File: src/rtl/fifo_wr_arbiter.sv
// Burst-locked round-robin arbiter sharing the async FIFO write port (write-clock domain).
// Optional per-requester accepted-beat statistics are enabled by defining FIFO_WR_ARB_STATS_EN.
module fifo_wr_arbiter #(
   parameter int NUM_REQ    = 4,
   parameter int DATA_WIDTH = 4,
   parameter int BURST_LEN  = 4
) (
   input  logic                                 clk,
   input  logic                                 rst_n,
   input  logic [NUM_REQ-1:0]                   req_valid,
   input  logic [NUM_REQ*DATA_WIDTH-1:0]        req_data,
   output logic [NUM_REQ-1:0]                   req_ready,
   input  logic                                 fifo_full,
   output logic                                 fifo_wr_en,
   output logic [DATA_WIDTH-1:0]                fifo_wr_data,
   output logic [((NUM_REQ > 1) ? $clog2(NUM_REQ) : 1)-1:0] grant_id,
   output logic                                 busy,
   input  logic [((NUM_REQ > 1) ? $clog2(NUM_REQ) : 1)-1:0] stat_sel,
   input  logic                                 stat_clr,
   output logic [7:0]                           stat_count
);

   localparam int ID_W  = (NUM_REQ > 1) ? $clog2(NUM_REQ) : 1;
   localparam int CNT_W = $clog2(BURST_LEN + 1);
   localparam logic [CNT_W-1:0] LAST_BEAT = CNT_W'(BURST_LEN - 1);

   typedef enum logic {IDLE, BURST} state_t;

   state_t                state_q, state_d;
   logic [ID_W-1:0]       owner_q, owner_d;
   logic [ID_W-1:0]       rr_ptr_q, rr_ptr_d;
   logic [CNT_W-1:0]      beat_cnt_q, beat_cnt_d;

   logic                  pick_vld;
   logic [ID_W-1:0]       pick_idx;
   logic                  owner_vld;
   logic [DATA_WIDTH-1:0] owner_data;
   logic                  xfer;

   // Walk offsets from the highest down so the nearest requester at or after rr_ptr wins.
   always_comb begin : rr_pick
      int idx;
      idx      = 0;
      pick_vld = 1'b0;
      pick_idx = rr_ptr_q;
      for (int k = NUM_REQ - 1; k >= 0; k--) begin
         idx = (int'(rr_ptr_q) + k) % NUM_REQ;
         if (req_valid[ID_W'(idx)]) begin
            pick_vld = 1'b1;
            pick_idx = ID_W'(idx);
         end
      end
   end

   always_comb begin : owner_mux
      owner_vld  = 1'b0;
      owner_data = '0;
      for (int i = 0; i < NUM_REQ; i++) begin
         if (owner_q == ID_W'(i)) begin
            owner_vld  = req_valid[i];
            owner_data = req_data[i*DATA_WIDTH +: DATA_WIDTH];
         end
      end
   end

   assign xfer     = (state_q == BURST) && owner_vld && !fifo_full;
   assign grant_id = owner_q;

   always_comb begin : fsm_next
      state_d      = state_q;
      owner_d      = owner_q;
      rr_ptr_d     = rr_ptr_q;
      beat_cnt_d   = beat_cnt_q;
      req_ready    = '0;
      fifo_wr_en   = 1'b0;
      fifo_wr_data = '0;
      busy         = 1'b0;
      case (state_q)
         IDLE: begin
            if (pick_vld) begin
               owner_d    = pick_idx;
               beat_cnt_d = '0;
               state_d    = BURST;
            end
         end
         BURST: begin
            busy               = 1'b1;
            req_ready[owner_q] = !fifo_full;
            fifo_wr_en         = xfer;
            fifo_wr_data       = owner_data;
            // A full FIFO freezes the burst: no beat counted and a dropped valid is ignored.
            if (xfer) begin
               if (beat_cnt_q == LAST_BEAT) begin
                  state_d    = IDLE;
                  beat_cnt_d = '0;
                  rr_ptr_d   = ID_W'((int'(owner_q) + 1) % NUM_REQ);
               end else begin
                  beat_cnt_d = beat_cnt_q + CNT_W'(1);
               end
            end else if (!fifo_full && !owner_vld) begin
               state_d    = IDLE;
               beat_cnt_d = '0;
               rr_ptr_d   = ID_W'((int'(owner_q) + 1) % NUM_REQ);
            end
         end
         default: state_d = IDLE;
      endcase
   end

   always_ff @(posedge clk or negedge rst_n) begin
      if (!rst_n) begin
         state_q    <= IDLE;
         owner_q    <= '0;
         rr_ptr_q   <= '0;
         beat_cnt_q <= '0;
      end else begin
         state_q    <= state_d;
         owner_q    <= owner_d;
         rr_ptr_q   <= rr_ptr_d;
         beat_cnt_q <= beat_cnt_d;
      end
   end

`ifdef FIFO_WR_ARB_STATS_EN
   logic [7:0] stat_cnt_q [NUM_REQ];
   logic [7:0] stat_count_p1;

   function automatic logic [7:0] sat_inc(input logic [7:0] v);
      return (v == 8'hFF) ? v : v + 8'd1;
   endfunction

   // Clear takes priority over a same-cycle beat and also blanks the registered read-out.
   always_ff @(posedge clk or negedge rst_n) begin
      if (!rst_n) begin
         for (int i = 0; i < NUM_REQ; i++) stat_cnt_q[i] <= '0;
         stat_count_p1 <= '0;
      end else begin
         for (int i = 0; i < NUM_REQ; i++) begin
            if (stat_clr)
               stat_cnt_q[i] <= '0;
            else if (xfer && (owner_q == ID_W'(i)))
               stat_cnt_q[i] <= sat_inc(stat_cnt_q[i]);
         end
         if (stat_clr || (int'(stat_sel) >= NUM_REQ))
            stat_count_p1 <= '0;
         else
            stat_count_p1 <= stat_cnt_q[stat_sel];
      end
   end

   assign stat_count = stat_count_p1;
`else
   logic unused_stat;
   assign unused_stat = ^{stat_sel, stat_clr};
   assign stat_count  = 8'd0;
`endif

endmodule

File: config.mk
export PLATFORM = sky130hd
export DESIGN_NAME = fifo_wr_arbiter
export DESIGN_NICKNAME = d
export VERILOG_FILES = /design/src/rtl/fifo_wr_arbiter.sv
export SDC_FILE = /design/constraint.sdc
export NUM_CORES = 1
export LEC_CHECK = 0
export CAP_MARGIN = 5
export CELL_PAD_IN_SITES_DETAIL_PLACEMENT = 0
export CELL_PAD_IN_SITES_GLOBAL_PLACEMENT = 1
export CORE_MARGIN = 2
export CORE_UTILIZATION = 44
export DETAILED_ROUTE_END_ITERATION = 6
export DONT_BUFFER_PORTS = 1
export PLACE_DENSITY_LB_ADDON = 0.1
export SKIP_CTS_REPAIR_TIMING = 1
export SLEW_MARGIN = 20
export SYNTH_ARGS = -nofsm -noshare
export SYNTH_HDL_FRONTEND = slang
export SYNTH_SLANG_ARGS = --single-unit
File: constraint.sdc
create_clock -name clk -period 2.9 [get_ports clk]
set_input_delay 0.58 -clock clk [delete_from_list [all_inputs] [get_ports clk]]
set_output_delay 0.58 -clock clk [all_outputs]
set_load 0.005 [all_outputs]
==> metrics.txt, run 1 <==
# TYPE chip_impl_metric gauge
chip_impl_info{name="outcome",value="complete, no violations"} 1
chip_impl_metric{name="reg2regPathDepth",unit=""} 6
chip_impl_metric{name="fmax",unit="MHz"} 392
chip_impl_metric{name="post_synth.cell_area_avg",unit="um^2"} 7.90
chip_impl_info{name="timing.critical_path.mode_cell",value="sky130_fd_sc_hd__nor2_1"} 1
chip_impl_metric{name="syn_to_final_growth",unit="%"} -0.627
chip_impl_metric{name="synth_warn",unit=""} 0
chip_impl_metric{name="tritoncts.num_buffers",unit=""} 3
chip_impl_metric{name="detailedRoute.firstIterationViolations",unit=""} 8
chip_impl_info{name="critical-path-slowest-cell",value="sky130_fd_sc_hd__dfrtp_1"} 1
chip_impl_metric{name="grt_start_max_net_pins",unit=""} 14
chip_impl_metric{name="final_cell_area",unit="um^2"} 793
chip_impl_metric{name="synth_seq_cells",unit=""} 8
chip_impl_metric{name="n_antenna_cell",unit=""} 0
chip_impl_metric{name="drive_gt1_frac",unit=""} 0.101
chip_impl_metric{name="post-route-min-period",unit="ps"} 2550
chip_impl_metric{name="ios",unit=""} 46
chip_impl_metric{name="antenna_found_initial",unit=""} 0
chip_impl_info{name="rsz0062_at_grt",value="false"} 1
chip_impl_metric{name="final_min_period_over_clock_period",unit=""} 0.880
chip_impl_metric{name="antenna_left",unit=""} 0
chip_impl_metric{name="vdd_drop_max",unit="mV"} 0.440
chip_impl_info{name="crit_path_start_kind",value="flip-flop"} 1
chip_impl_metric{name="core-area",unit="um^2"} 1710
chip_impl_metric{name="power.leakage",unit="nW"} 0.334
chip_impl_metric{name="last_weighted_congestion_value_of_the_routability_driven_placer",unit=""} 0.754
chip_impl_metric{name="preCtsSetupSlack",unit="ps"} 617
chip_impl_metric{name="clkTransAtPathRegs",unit="ps"} 50
chip_impl_metric{name="finClkSkew",unit="ps"} 1.57
chip_impl_metric{name="number_of_endpoints_with_negative_hold_slack_in_the_final_report",unit=""} 0
chip_impl_metric{name="global_route.overflow_total",unit=""} 0
chip_impl_info{name="timing.critical_path.from",value="grant_id[0]"} 1
chip_impl_metric{name="ys_seq_area_frac",unit=""} 0.251
chip_impl_metric{name="first_pass_grt_wire_length",unit="um"} 2500
chip_impl_metric{name="initial_utilization",unit=""} 0.467
chip_impl_metric{name="routed_wirelength",unit="um"} 1550
chip_impl_metric{name="slew_viol_final",unit=""} 0
chip_impl_metric{name="power.density",unit="nW/um^2"} 891
chip_impl_metric{name="syn_inst",unit=""} 101
chip_impl_metric{name="tritoncts_num_sinks",unit=""} 8
chip_impl_metric{name="die_height",unit="um"} 46.6
chip_impl_metric{name="drv.max_cap_violation_count",unit=""} 0
chip_impl_metric{name="number_of_input_and_output_port_buffers_inserted",unit=""} 0
chip_impl_info{name="timing.rr.start",value="grant_id[0]"} 1
chip_impl_info{name="crit_chain",value="inv_1, ha_1, nor2b_1, nor2_1, a21boi_1, nor2_1"} 1
chip_impl_metric{name="clk_latency",unit="ps"} 240
chip_impl_info{name="crit_path_end_kind",value="output pin"} 1
chip_impl_metric{name="row_count",unit=""} 15
chip_impl_metric{name="post_dp_cell_area",unit="um^2"} 771
chip_impl_metric{name="gr-usage-all-layers",unit=""} 0.160
chip_impl_metric{name="detail_route.wl_per_cell",unit="um"} 12.5
chip_impl_metric{name="critPathMaxFanout",unit=""} 11
chip_impl_metric{name="detailed_place_hpwl",unit="um"} 1280
chip_impl_metric{name="synth_cell_type_count",unit=""} 32
chip_impl_metric{name="routed-via-count",unit=""} 657
chip_impl_info{name="clockRootBuffer",value="sky130_fd_sc_hd__clkbuf_4"} 1
chip_impl_metric{name="final_nets",unit=""} 132
chip_impl_metric{name="grt_pass1_vias",unit=""} 595
chip_impl_metric{name="die-area",unit="um^2"} 2170
chip_impl_info{name="min_path_type",value="in2async"} 1
chip_impl_metric{name="timing.final.ws_setup",unit="ps"} 349
chip_impl_info{name="setup.worst_path.class",value="reg2out"} 1
chip_impl_info{name="cts_tree",value="yes"} 1
chip_impl_metric{name="critical_path_arrival",unit="ps"} 1970
chip_impl_metric{name="syn-cell-area",unit="um^2"} 798
chip_impl_metric{name="detail_route.vias_per_cell",unit=""} 5.30
chip_impl_metric{name="timing.setup.tns",unit="ps"} 0
chip_impl_metric{name="critical_path_required",unit="ps"} 2320
chip_impl_metric{name="cts_max_path_buffers",unit=""} 2
chip_impl_metric{name="report.power.total",unit="mW"} 0.707
chip_impl_metric{name="die_width",unit="um"} 46.6
chip_impl_metric{name="detail_route.first_pass.iterations",unit=""} 4
chip_impl_metric{name="final-setup-viol-count",unit=""} 0
chip_impl_metric{name="htree_num_levels",unit=""} 1
chip_impl_metric{name="slowest_delay",unit="ps"} 430
chip_impl_metric{name="drc_errors",unit=""} 0
==> cell usage after synthesis <==
library cell,number,share of area
sky130_fd_sc_hd__o21ai_0,6,0.038
sky130_fd_sc_hd__o22ai_2,1,0.016
sky130_fd_sc_hd__o21ai_1,1,0.0063
sky130_fd_sc_hd__mux2i_1,1,0.013
sky130_fd_sc_hd__nor3_1,2,0.013
sky130_fd_sc_hd__a21boi_1,1,0.0094
sky130_fd_sc_hd__nand3_1,4,0.025
sky130_fd_sc_hd__nor2b_4,1,0.017
sky130_fd_sc_hd__dfrtp_1,8,0.25
sky130_fd_sc_hd__a31oi_1,1,0.0078
sky130_fd_sc_hd__inv_1,3,0.014
sky130_fd_sc_hd__nand3b_1,4,0.038
sky130_fd_sc_hd__clkbuf_1,1,0.0047
sky130_fd_sc_hd__a21oi_2,1,0.011
sky130_fd_sc_hd__nor2b_1,4,0.031
sky130_fd_sc_hd__buf_6,1,0.014
sky130_fd_sc_hd__ha_1,5,0.078
sky130_fd_sc_hd__o41ai_1,2,0.022
sky130_fd_sc_hd__nand2_1,12,0.056
sky130_fd_sc_hd__a21oi_1,10,0.063
sky130_fd_sc_hd__buf_4,8,0.075
sky130_fd_sc_hd__buf_2,2,0.013
sky130_fd_sc_hd__o21ai_2,2,0.022
sky130_fd_sc_hd__conb_1,1,0.0047
sky130_fd_sc_hd__a211o_2,1,0.013
sky130_fd_sc_hd__nand2b_1,3,0.024
sky130_fd_sc_hd__mux2_1,2,0.028
sky130_fd_sc_hd__a211o_1,1,0.011
sky130_fd_sc_hd__or4_4,1,0.014
sky130_fd_sc_hd__nor3b_1,1,0.0094
sky130_fd_sc_hd__and2_1,4,0.031
sky130_fd_sc_hd__nor2_1,6,0.028
==> layer usage <==
layer,part of all wire,global-route usage
met5,0,0
met4,0,0.0286
met3,0.095,0.0549
met2,0.46,0.261
met1,0.44,0.205
==> worst paths after layout <==
check	to	slack, ps
worst min register to register	beat_cnt_q[1]	490
worst max register to register	rr_ptr_q[0]	960
worst max-delay path	fifo_wr_en	350
worst min-delay path	beat_cnt_q[2]	30
min in group clk	beat_cnt_q[1]	490
max in group asynchronous	grant_id[0]	2800
==> critical path: cells and delay by family (launching register included) <==
kind / cells / cell delay [ps]
adders and majority gates: 1 / 400
and+or+nand+nor: 3 / 390
AOI/OAI and AO/OA: 1 / 370
DFF: 1 / 430
buffers and inverters: 1 / 150
==> registers in the layout, indices dropped and copies added, names as in the netlist <==
register    cells
state_q         1
rr_ptr_q        2
grant_id        2
beat_cnt_q      3
==> final cells by class <==
| type | count | area (um^2) |
|---|---|---|
| inverter | 3 | 11.3 |
| tap | 25 | 31.3 |
| fill | 186 | 915 |
| sequential | 8 | 200 |
| multi-input combinational | 85 | 528 |
| clock buffer | 3 | 22.5 |
==> cells by family (layout without fill, tap and decap cells) <==
group / after synthesis / count (layout) / share of synthesized area
buffers and inverters: 15 / 6 / 0.121
AOI/OAI and AO/OA: 27 / 27 / 0.218
and+or+nand+nor: 42 / 42 / 0.287
adders and majority gates: 5 / 5 / 0.0784
DFF: 8 / 8 / 0.251
other: 1 / 8 / 0.00470
muxes: 3 / 3 / 0.0408
==> layout by cell type (no fill, tap or decap) <==
master | Yosys | final
sky130_fd_sc_hd__nor3b_1 | 1 | 1
sky130_fd_sc_hd__o21ai_1 | 1 | 1
sky130_fd_sc_hd__ha_1 | 5 | 5
sky130_fd_sc_hd__nor2b_4 | 1 | 1
sky130_fd_sc_hd__dfrtp_1 | 8 | 8
sky130_fd_sc_hd__a31oi_1 | 1 | 1
sky130_fd_sc_hd__a21oi_2 | 1 | 1
sky130_fd_sc_hd__nand3_1 | 4 | 4
sky130_fd_sc_hd__nand3b_1 | 4 | 4
sky130_fd_sc_hd__a21boi_1 | 1 | 1
sky130_fd_sc_hd__nor3_1 | 2 | 2
sky130_fd_sc_hd__o21ai_0 | 6 | 6
sky130_fd_sc_hd__o22ai_2 | 1 | 1
sky130_fd_sc_hd__and2_1 | 4 | 4
sky130_fd_sc_hd__nand2_1 | 12 | 12
sky130_fd_sc_hd__mux2_1 | 2 | 2
sky130_fd_sc_hd__conb_1 | 1 | 8
sky130_fd_sc_hd__nor2_1 | 6 | 6
sky130_fd_sc_hd__a211o_2 | 1 | 1
sky130_fd_sc_hd__mux2i_1 | 1 | 1
sky130_fd_sc_hd__a21oi_1 | 10 | 10
sky130_fd_sc_hd__clkbuf_4 | 0 | 3
sky130_fd_sc_hd__o21ai_2 | 2 | 2
sky130_fd_sc_hd__a211o_1 | 1 | 1
sky130_fd_sc_hd__o41ai_1 | 2 | 2
sky130_fd_sc_hd__nand2b_1 | 3 | 3
sky130_fd_sc_hd__nor2b_1 | 4 | 4
sky130_fd_sc_hd__or4_4 | 1 | 1
sky130_fd_sc_hd__inv_1 | 3 | 3
==> stage by stage <==
stage	cells	hold WS, ps	util
finish	124	27.6	0.464
global route	124	13.1	0.464
CTS	124	19.8	0.464
detailed placement	121	285	0.451
global placement	121	285	0.451
floorplan	108	284	-
==> report_power, final <==
group	switching (mW)	internal, mW
Sequential	0.0741	0.155
Combinational	0.231	0.168
Clock	0.0318	0.0469
Note: power is estimated with default switching activity, not from simulation.
==> inputs of run 2 (changes only) <==
--- a/config.mk
+++ b/config.mk
@@ -5,16 +5,16 @@
 export SDC_FILE = /design/constraint.sdc
 export NUM_CORES = 1
 export LEC_CHECK = 0
+export ABC_AREA = 1
 export CAP_MARGIN = 5
 export CELL_PAD_IN_SITES_DETAIL_PLACEMENT = 0
 export CELL_PAD_IN_SITES_GLOBAL_PLACEMENT = 1
 export CORE_MARGIN = 2
-export CORE_UTILIZATION = 44
+export CORE_UTILIZATION = 43
 export DETAILED_ROUTE_END_ITERATION = 6
 export DONT_BUFFER_PORTS = 1
 export PLACE_DENSITY_LB_ADDON = 0.1
 export SKIP_CTS_REPAIR_TIMING = 1
-export SLEW_MARGIN = 20
 export SYNTH_ARGS = -nofsm -noshare
 export SYNTH_HDL_FRONTEND = slang
 export SYNTH_SLANG_ARGS = --single-unit
==> constraint.sdc (replaced) <==
create_clock -name clk -period 2.9 [get_ports clk]
set_input_delay 0.58 -clock clk [delete_from_list [all_inputs] [get_ports clk]]
set_output_delay 0.58 -clock clk [all_outputs]
set_load 0.1 [all_outputs]
==> run 2 against run 1 <==
Cell area increased by 48%. Setup slack worse by 84 ps. Routed wire length increased by 42%. Cell count increased by 51%. Sequential share of layout area is 8.0 points lower. Hold slack got worse by 5.7 ps. Fmax shrank 3.2%. First-iteration DRC count grew to 2.8 times the previous value. Count of clock-buffer cells in the layout stayed put.
==> metrics.txt, run 2 <==
# TYPE chip_impl_metric gauge
chip_impl_info{name="layout.cells.most_common",value="sky130_fd_sc_hd__nand2_1"} 1
chip_impl_metric{name="first_pass_grt_wire_length",unit="um"} 3860
chip_impl_info{name="rsz0062_at_grt",value="false"} 1
chip_impl_metric{name="place_inst",unit=""} 184
chip_impl_info{name="layout.cells.most_common_list",value="sky130_fd_sc_hd__nand2_1 (39), sky130_fd_sc_hd__inv_1 (16), sky130_fd_sc_hd__o21ai_0 (13), sky130_fd_sc_hd__nand3_1 (13), sky130_fd_sc_hd__nand2_2 (10)"} 1
chip_impl_metric{name="detailed_place_hpwl",unit="um"} 1870
chip_impl_metric{name="cts_max_path_buffers",unit=""} 2
chip_impl_metric{name="slew_viol_final",unit=""} 0
chip_impl_metric{name="timing.final.ws_setup",unit="ps"} 265
chip_impl_metric{name="critical_path_arrival",unit="ps"} 2050
chip_impl_metric{name="globalRouteMet3Util",unit=""} 0.0333
chip_impl_metric{name="grt_pass1_vias",unit=""} 903
chip_impl_metric{name="final-setup-viol-count",unit=""} 0
chip_impl_metric{name="antenna_left",unit=""} 0
chip_impl_metric{name="detailedRoute.firstIterationViolations",unit=""} 22
chip_impl_info{name="yosys.area.top_type",value="sky130_fd_sc_hd__dfrtp_1"} 1
chip_impl_metric{name="drive_gt1_frac",unit=""} 0.275
chip_impl_metric{name="synth_cell_type_count",unit=""} 21
chip_impl_metric{name="global_route.overflow_total",unit=""} 0
chip_impl_metric{name="clk_latency",unit="ps"} 250
chip_impl_info{name="setup.worst_path.class",value="reg2out"} 1
chip_impl_metric{name="synth_warn",unit=""} 0
chip_impl_metric{name="drv.max_cap_violation_count",unit=""} 0
chip_impl_metric{name="critPathMaxFanout",unit=""} 8
chip_impl_metric{name="syn_to_final_growth",unit="%"} 28.8
chip_impl_metric{name="met1_usage",unit=""} 0.246
chip_impl_info{name="post_synth_main_area_contributors",value="sky130_fd_sc_hd__dfrtp_1 (22%), sky130_fd_sc_hd__nand2_1 (16%), sky130_fd_sc_hd__nand3_1 (7.1%), sky130_fd_sc_hd__o21ai_0 (7.1%), sky130_fd_sc_hd__ha_1 (6.9%)"} 1
chip_impl_metric{name="critical_path_required",unit="ps"} 2320
chip_impl_metric{name="last_weighted_congestion_value_of_the_routability_driven_placer",unit=""} 0.717
chip_impl_metric{name="htree_num_levels",unit=""} 1
chip_impl_metric{name="n_antenna_cell",unit=""} 0
chip_impl_metric{name="die_height",unit="um"} 50.0
chip_impl_metric{name="antenna_found_initial",unit=""} 0
chip_impl_metric{name="drc_errors",unit=""} 0
chip_impl_metric{name="async_reset_ff_frac",unit=""} 1.00
chip_impl_metric{name="post_synth.cell_area_avg",unit="um^2"} 6.20
chip_impl_metric{name="gr-usage-all-layers",unit=""} 0.197
chip_impl_metric{name="post-route-min-period",unit="ps"} 2630
chip_impl_metric{name="syn_inst",unit=""} 147
chip_impl_info{name="cts_tree",value="yes"} 1
chip_impl_metric{name="largest_reg_flops",unit=""} 3
chip_impl_metric{name="final_nets",unit=""} 193
chip_impl_metric{name="ys_seq_area_frac",unit=""} 0.220
chip_impl_info{name="min_path_type",value="in2async"} 1
chip_impl_metric{name="die-area",unit="um^2"} 2500
chip_impl_metric{name="clkTransAtPathRegs",unit="ps"} 50
chip_impl_metric{name="grt_start_max_net_pins",unit=""} 10
chip_impl_metric{name="detail_route.first_pass.iterations",unit=""} 4
chip_impl_metric{name="met2_usage",unit=""} 0.349
chip_impl_metric{name="number_of_input_and_output_port_buffers_inserted",unit=""} 0
chip_impl_info{name="synth_top_cells_by_count",value="sky130_fd_sc_hd__nand2_1 (39), sky130_fd_sc_hd__inv_1 (16), sky130_fd_sc_hd__nand3_1 (13), sky130_fd_sc_hd__o21ai_0 (13), sky130_fd_sc_hd__a21oi_1 (12)"} 1
chip_impl_info{name="top_register",value="beat_cnt_q"} 1
chip_impl_metric{name="final_min_period_over_clock_period",unit=""} 0.909
chip_impl_metric{name="finClkSkew",unit="ps"} 2.21
chip_impl_metric{name="syn-cell-area",unit="um^2"} 911
chip_impl_info{name="synthFlopType",value="sky130_fd_sc_hd__dfrtp_1"} 1
chip_impl_metric{name="finish.cell_count_without_fillers",unit=""} 187
chip_impl_metric{name="number_of_endpoints_with_negative_hold_slack_in_the_final_report",unit=""} 0
chip_impl_info{name="crit_path_start_kind",value="flip-flop"} 1
chip_impl_metric{name="preCtsSetupSlack",unit="ps"} 511
chip_impl_metric{name="detail_route.wl_per_cell",unit="um"} 11.7
chip_impl_info{name="yosys.cell_count.top_type",value="sky130_fd_sc_hd__nand2_1"} 1
chip_impl_info{name="clockRootBuffer",value="sky130_fd_sc_hd__clkbuf_4"} 1
chip_impl_metric{name="routed_wirelength",unit="um"} 2200
chip_impl_metric{name="edff_count_synth",unit=""} 0
chip_impl_metric{name="core-area",unit="um^2"} 1980
chip_impl_metric{name="die_width",unit="um"} 50.0
chip_impl_metric{name="synth_seq_cells",unit=""} 8
chip_impl_info{name="peak_usage_layer_in_the_global_routing_report",value="met2"} 1
chip_impl_metric{name="routed-via-count",unit=""} 915
chip_impl_metric{name="tritoncts.num_buffers",unit=""} 3
chip_impl_metric{name="row_count",unit=""} 16
chip_impl_metric{name="detail_route.vias_per_cell",unit=""} 4.89
chip_impl_metric{name="fmax",unit="MHz"} 380
chip_impl_metric{name="tritoncts_num_sinks",unit=""} 8
chip_impl_metric{name="ios",unit=""} 46
chip_impl_info{name="outcome",value="complete, no violations"} 1
chip_impl_info{name="crit_path_end_kind",value="output pin"} 1
chip_impl_metric{name="initial_utilization",unit=""} 0.460
chip_impl_metric{name="synth_largest_type_area_fraction",unit=""} 0.220
run 2: changes by cell type after synthesis, moves of 5 or more:
cell	change
sky130_fd_sc_hd__nand2_1	+27
sky130_fd_sc_hd__nand2_2	+10
sky130_fd_sc_hd__inv_1	+13
sky130_fd_sc_hd__nand3_1	+9
sky130_fd_sc_hd__o21ai_0	+7
sky130_fd_sc_hd__nor2_1	+5
run 2: layer usage:
layer / vias to the layer above / part of all wire
met5: - / 0
met4: 0 / 0.0046
met3: 2 / 0.050
met2: 25 / 0.51
met1: 412 / 0.43
li1: 476 / -
run 2: worst paths after layout:
path / end / slack (ps) / from / cells past startpoint
setup / recovery: fifo_wr_data[3] / 270 / grant_id[1] / 6
hold / removal: beat_cnt_q[1] / 20 / rst_n / 0
setup reg to reg: beat_cnt_q[1] / 1010 / grant_id[1] / 10
hold reg to reg: beat_cnt_q[2] / 500 / beat_cnt_q[2] / 2
max in group asynchronous: grant_id[1] / 2800 / rst_n / 0
min in group clk: beat_cnt_q[2] / 500 / beat_cnt_q[2] / 2
run 2: area by class of cell:
class / instances / area [um^2]
Timing Repair Buffer: 12 / 190
Multi-Input combinational cell: 117 / 642
Fill cell: 198 / 808
Tap cell: 27 / 33.8
Inverter: 20 / 82.6
Clock buffer: 3 / 22.5
Sequential cell: 8 / 203
run 2: cells by family (layout without fill, tap and decap cells):
| group | after synthesis | count (layout) | synth area share |
|---|---|---|---|
| and+or+nand+nor | 77 | 77 | 0.383 |
| DFF | 8 | 8 | 0.220 |
| adders and majority gates | 5 | 5 | 0.0687 |
| other | 1 | 8 | 0.00412 |
| buffers and inverters | 29 | 35 | 0.169 |
| AOI/OAI and AO/OA | 27 | 27 | 0.155 |
run 2: per-stage QoR:
stage	util	TNS [ps]	instance area, um^2	hold WS [ps]
final	0.592	0	1170	21.9
after global routing	0.592	0	1170	2.78
after CTS	0.592	0	1170	18.9
after detailed placement	0.581	0	1150	285
after global placement	0.581	0	1150	285
after floorplan	-	-1270	991	284
run 2: critical path, stage by stage (launching register included):
cell and delay [ps]:
sky130_fd_sc_hd__dfrtp_2 370, sky130_fd_sc_hd__buf_4 300, sky130_fd_sc_hd__ha_1 290, sky130_fd_sc_hd__inv_1 130
sky130_fd_sc_hd__o21ai_0 430, sky130_fd_sc_hd__a21oi_4 110, sky130_fd_sc_hd__buf_12 190
Power of run 2 is left out: the tool's default activity adds up to more than one toggle a clock period on the data nets, which glitch-free logic cannot reach.
